--- src/rtl/key_pkg.sv ---
// key_pkg: shared state encoding and default timing constants for the key debouncer
package key_pkg;

    typedef enum logic [1:0] {
        IDLE    = 2'd0,
        FILT_DN = 2'd1,
        DOWN    = 2'd2,
        FILT_UP = 2'd3
    } state_t;

    localparam logic [19:0] CNT_MAX_DEF  = 20'd999_999;
    localparam logic [25:0] LONG_MAX_DEF = 26'd49_999_999;

endpackage

--- src/rtl/sync_2ff.sv ---
// sync_2ff: two-flop synchronizer, resets to 1 (idle level of an active-low key)
//   clk   in  system clock
//   rst_n in  synchronous active-low reset
//   d     in  asynchronous input
//   q     out synchronized output
module sync_2ff (
    input  logic clk,
    input  logic rst_n,
    input  logic d,
    output logic q
);

    logic meta;

    always_ff @(posedge clk) begin
        if (!rst_n) {q, meta} <= 2'b11;
        else        {q, meta} <= {meta, d};
    end

endmodule

--- src/rtl/key_debounce_fsm.sv ---
// key_debounce_fsm: debounces an active-low push-button into level and pulse outputs
//   clk         in  system clock
//   rst_n       in  synchronous active-low reset
//   key         in  raw asynchronous button, 0 = pressed
//   key_press   out one-cycle pulse on debounced press
//   key_release out one-cycle pulse on debounced release
//   key_state   out debounced level, 1 = held
//   key_long    out one-cycle pulse after LONG_MAX+1 held cycles (macro KEY_LONG_PRESS_EN, else 0)
module key_debounce_fsm
    import key_pkg::*;
#(
    parameter logic [19:0] CNT_MAX  = CNT_MAX_DEF,
    parameter logic [25:0] LONG_MAX = LONG_MAX_DEF
) (
    input  logic clk,
    input  logic rst_n,
    input  logic key,
    output logic key_press,
    output logic key_release,
    output logic key_state,
    output logic key_long
);

    state_t      state, state_n;
    logic [19:0] cnt, cnt_n;
    logic        key_s;
    logic        enter_down, enter_idle;

    sync_2ff u_sync (
        .clk  (clk),
        .rst_n(rst_n),
        .d    (key),
        .q    (key_s)
    );

    // The counter only runs inside the filter states and is cleared on every
    // transition, so it saturates at CNT_MAX instead of wrapping.
    always_comb begin
        state_n = state;
        cnt_n   = cnt;
        case (state)
            IDLE: begin
                if (!key_s) begin
                    state_n = FILT_DN;
                    cnt_n   = '0;
                end
            end
            FILT_DN: begin
                if (key_s) begin
                    state_n = IDLE;
                    cnt_n   = '0;
                end else if (cnt == CNT_MAX) begin
                    state_n = DOWN;
                    cnt_n   = '0;
                end else begin
                    cnt_n = cnt + 20'd1;
                end
            end
            DOWN: begin
                if (key_s) begin
                    state_n = FILT_UP;
                    cnt_n   = '0;
                end
            end
            FILT_UP: begin
                if (!key_s) begin
                    state_n = DOWN;
                    cnt_n   = '0;
                end else if (cnt == CNT_MAX) begin
                    state_n = IDLE;
                    cnt_n   = '0;
                end else begin
                    cnt_n = cnt + 20'd1;
                end
            end
            default: begin
                state_n = IDLE;
                cnt_n   = '0;
            end
        endcase
    end

    assign enter_down = (state == FILT_DN) && (state_n == DOWN);
    assign enter_idle = (state == FILT_UP) && (state_n == IDLE);
    assign key_state  = (state == DOWN) || (state == FILT_UP);

    always_ff @(posedge clk) begin
        if (!rst_n) begin
            state       <= IDLE;
            cnt         <= '0;
            key_press   <= 1'b0;
            key_release <= 1'b0;
        end else begin
            state       <= state_n;
            cnt         <= cnt_n;
            key_press   <= enter_down;
            key_release <= enter_idle;
        end
    end

`ifdef KEY_LONG_PRESS_EN
    logic [25:0] long_cnt;
    logic        long_fired;

    // long_cnt is 0 in the first held cycle, so it sits at LONG_MAX during the
    // (LONG_MAX+1)th held cycle; the pulse follows that cycle, once per press.
    always_ff @(posedge clk) begin
        if (!rst_n) begin
            long_cnt   <= '0;
            long_fired <= 1'b0;
            key_long   <= 1'b0;
        end else begin
            key_long <= key_state && !long_fired && (long_cnt == LONG_MAX);
            if (enter_down) begin
                long_cnt   <= '0;
                long_fired <= 1'b0;
            end else if (key_state) begin
                long_cnt   <= (long_cnt == LONG_MAX) ? long_cnt : long_cnt + 26'd1;
                long_fired <= long_fired || (long_cnt == LONG_MAX);
            end
        end
    end
`else
    assign key_long = 1'b0;
`endif

endmodule

--- config.mk ---
export PLATFORM = sky130hd
export DESIGN_NAME = key_debounce_fsm
export DESIGN_NICKNAME = d
export VERILOG_FILES = /design/src/rtl/key_pkg.sv /design/src/rtl/sync_2ff.sv /design/src/rtl/key_debounce_fsm.sv
export SDC_FILE = /design/constraint.sdc
export NUM_CORES = 1
export LEC_CHECK = 0
export CORE_MARGIN = 2
export CORE_UTILIZATION = 30
export DETAILED_ROUTE_END_ITERATION = 10
export GPL_TIMING_DRIVEN = 0
export SETUP_SLACK_MARGIN = 0.1
export SLEW_MARGIN = 20
export SYNTH_ARGS = -nofsm -noshare
export SYNTH_HDL_FRONTEND = slang
export SYNTH_HIERARCHICAL = 1
export SYNTH_SLANG_ARGS = --single-unit
--- constraint.sdc ---
create_clock -name clk -period 2 [get_ports clk]
set_input_delay 0.2 -clock clk [delete_from_list [all_inputs] [get_ports clk]]
set_output_delay 0.2 -clock clk [all_outputs]
set_load 0.01 [all_outputs]
==> impl_results.md <==
- R2R Path Start: cnt[10]
- Core area: roughly 0.0044 mm2
- Worst Hold Class: reg -> reg
- Endpoints failing hold: 0
- Adder-cell share of the synthesized area: 0.927%
- Fin Setup TNS: 0 ps
- Synthesis Warnings: 6
- Row cnt: 24
- Yosys reg bits: 26
- Max Cap Viol: 0
- Leakage: 0.548 nW
- Post-Syn Nets: ~170
- Final WS setup: 106 ps
- Post-synthesis simple-gate area fraction: 34.0%
- Hold EP: u_sync/q
- Aggregate global routing overflow: 0
- Antenna Nets Post-Route: 0
- Startpoint types: flop
- CP required: 2170 ps
- Count leader, synth: dfxtp_1
- Seq/Total Area, Yosys: 38.6%
- Flop2flop setup slack: 110 ps
- Final total power: 0.856 mW
- Largest net degree at the start of global routing: 14
- Pwr dens: 518 mW/mm2
- Status: finished clean
- TritonCTS Buffers: 3
- Wire length per cell: 13.0 um
- Post-Synth XOR/XNOR Area: 1.95%
- First-pass GRT wire length: about 5000 um
- # IOs: 7
- Final nets: 182
- H-tree lvl count: 1
- Multiplexer share of the synthesized area: 6.67%
- Initial core utilization: 31.0%
- Die Wd: 71.1 um
- Max-slew violation count: 0
- DRT Pass-1 Iters: 4
- Worst-path cell chain: or4b_4 > nor4_4 > a21oi_4 > buf_4 > a21oi_1 > mux2i_1
- Iter 0 DRT Violations: 80
- Area delta synth->final: 22.4%
- HP Start: u_sync/meta
- Share of post-route cells with drive strength above 1: about 22%
- Tot GR Track Use: 12.4%
- CP arrival: 2060 ps
- Clock latency on the worst-skew pair: 280 ps
- CP Capture Type: flop
- Unrepaired setup endpoints after global routing: true
- Final core utilization: 38.0%
- CTS tree: built
- Synth cell types: 35
- Via/cell ratio: 5.12
- DR DRC count: 0
- Vias in the first global route: 1,079
- Die area: 0.00505 mm2
- WL final: 2970 um
- Clock Skews: 8.43 ps
- Worst-path clk slew: 90 ps
- Final period utilization: 94.7%
- Post-synth top area share: between 30 and 40%
- Top cells by area, synth: dfxtp_1, a21oi_1, mux2i_1
- Setup Viol. Count Final: 0
- CP max FO: 6
- Most frequent cells after synthesis: dfxtp_1, a21oi_1, nand2_1, nand3_1, mux2i_1
- CTS Root Cell: clkbuf_8
- Crit-path slowest cell: or4b_4
- Hpwl dp: 2020 um
- Minimum clock period: between 1500 and 2000 ps
- R2R depth: 6
- R2r endpoint: cnt[19]
- Leading area contributor after synthesis: dfxtp_1
- Antenna violations before repair: 0
- Crit Path Category: reg -> reg
- ANT cells: 0
- Place WS: -272 ps
- EDFF count, synth: 0
- Total number of vias: 1,168
- FMAX: between 500 and 600 MHz
- Post-synthesis compound-gate area fraction: 12.5%
- Cells after Synth: 162
- Cell Area, Synth: 0.00135 mm2
- Chip height: 71.1 um
- Combinational family with the most area after synthesis: simple AND/OR/NAND/NOR gates
- Worst vdd ir: 0.359 mV
- Hold Crit Depth: 1
- Delay of the slowest critical-path stage: 560 ps
- FFs w/ async S/R, synth: 0%
- Mean Syn Cell Area: 8.33 um2
- Clock sinks: 26
- Max Root-Sink Buffers: 2
- PortBufs: 5
- Placer Congestion: 0.827
- Hold-fix buffers at CTS: 0
- Primary FF master, synth: dfxtp_1
## worst max path at each step
stage / depth (start not counted) / slack [ps] / end / startpoint
floorplan: 6 / 200 / cnt[15] / cnt[0]
global placement: 6 / -270 / cnt[11] / cnt[0]
detailed placement: 6 / -270 / cnt[15] / cnt[0]
CTS: 6 / 90 / cnt[15] / cnt[12]
global route: 6 / 20 / state[1] / cnt[10]
finish: 6 / 110 / cnt[19] / cnt[10]
## metrics by stage
step | area (um2) | cells | hold slack [ps]
2_1_floorplan | 1350 | 162 | 273
3_3_place_gp | 1470 | 219 | 394
3_5_place_dp | 1470 | 219 | 408
4_1_cts | 1590 | 226 | 425
5_1_grt | 1650 | 228 | 437
6_report | 1650 | 228 | 417
## kinds of logic after synthesis
family,count (synthesis)
mux,9
other cells,1
flops,26
fa+ha+maj,1
simple gates,78
compound gates,31
xor+xnor,3
buf+inv,13
## critical path, delay by kind of cell, from the launching register on
kind	cells	cell delay [ps]
buffers and inverters	1	190
DFF	1	370
and+or+nand+nor	2	890
AOI/OAI and AO/OA	2	260
muxes	1	80
## metal layers
metal / up-vias / part of all wire, % / global-route usage (%)
li1: 616 / - / -
met1: 540 / 49 / 16.5
met2: 9 / 47 / 20.2
met3: 3 / 2.9 / 3.28
met4: 0 / 0.77 / 2.94
met5: - / 0 / 0
## layout make-up
| cell class | instances | area [um2] |
|---|---|---|
| plain buffers | 5 | 38.8 |
| clock buffers | 3 | 41.3 |
| fillers | 445 | 2700 |
| inverters | 8 | 30.0 |
| multi-input cells | 123 | 852 |
| flip-flops and latches | 26 | 531 |
| well taps | 52 | 65.1 |
| repair buffers | 11 | 95.1 |
## report_power, final
part	leakage, nW	internal (mW)	switching (mW)
sequential	0.213	0.517	0.00277
combinational	0.313	0.0164	0.0227
clock	0.0216	0.135	0.162
## repair_timing
item,in CTS,in global routing
gates cloned,0,1
buffers inserted,4,1
gates resized for setup,11,17
pin swaps,4,4
endpoints found under the setup margin,16,22
## sequential cells by signal (all words and copies together) (netlist names)
signal	cells
u_sync/meta	1
key_release	1
state	2
u_sync/q	1
cnt	20
key_press	1
## cell usage in the layout, fill, tap and decap left out, types with 2 or more instances in the layout
cell | netlist | routed
dfxtp_4 | 0 | 2
a21oi_1 | 20 | 14
nand4_1 | 6 | 6
mux2i_1 | 9 | 9
nor4_4 | 1 | 2
nand2b_1 | 3 | 3
or3_1 | 6 | 6
nand3_1 | 15 | 13
buf_6 | 2 | 2
a21oi_2 | 1 | 6
inv_1 | 8 | 8
nor2_1 | 7 | 7
clkdlybuf4s50_1 | 0 | 5
nor3_1 | 4 | 3
nand3_4 | 0 | 2
or2_2 | 3 | 3
buf_4 | 1 | 7
dfxtp_1 | 26 | 22
o21ai_0 | 7 | 4
nand3b_1 | 2 | 2
dfxtp_2 | 0 | 2
o21ai_1 | 0 | 3
clkbuf_8 | 0 | 3
nor4_1 | 4 | 2
and3_1 | 3 | 3
nand2_1 | 17 | 17
a22o_1 | 2 | 2
Power figures use the tool's default switching activity.
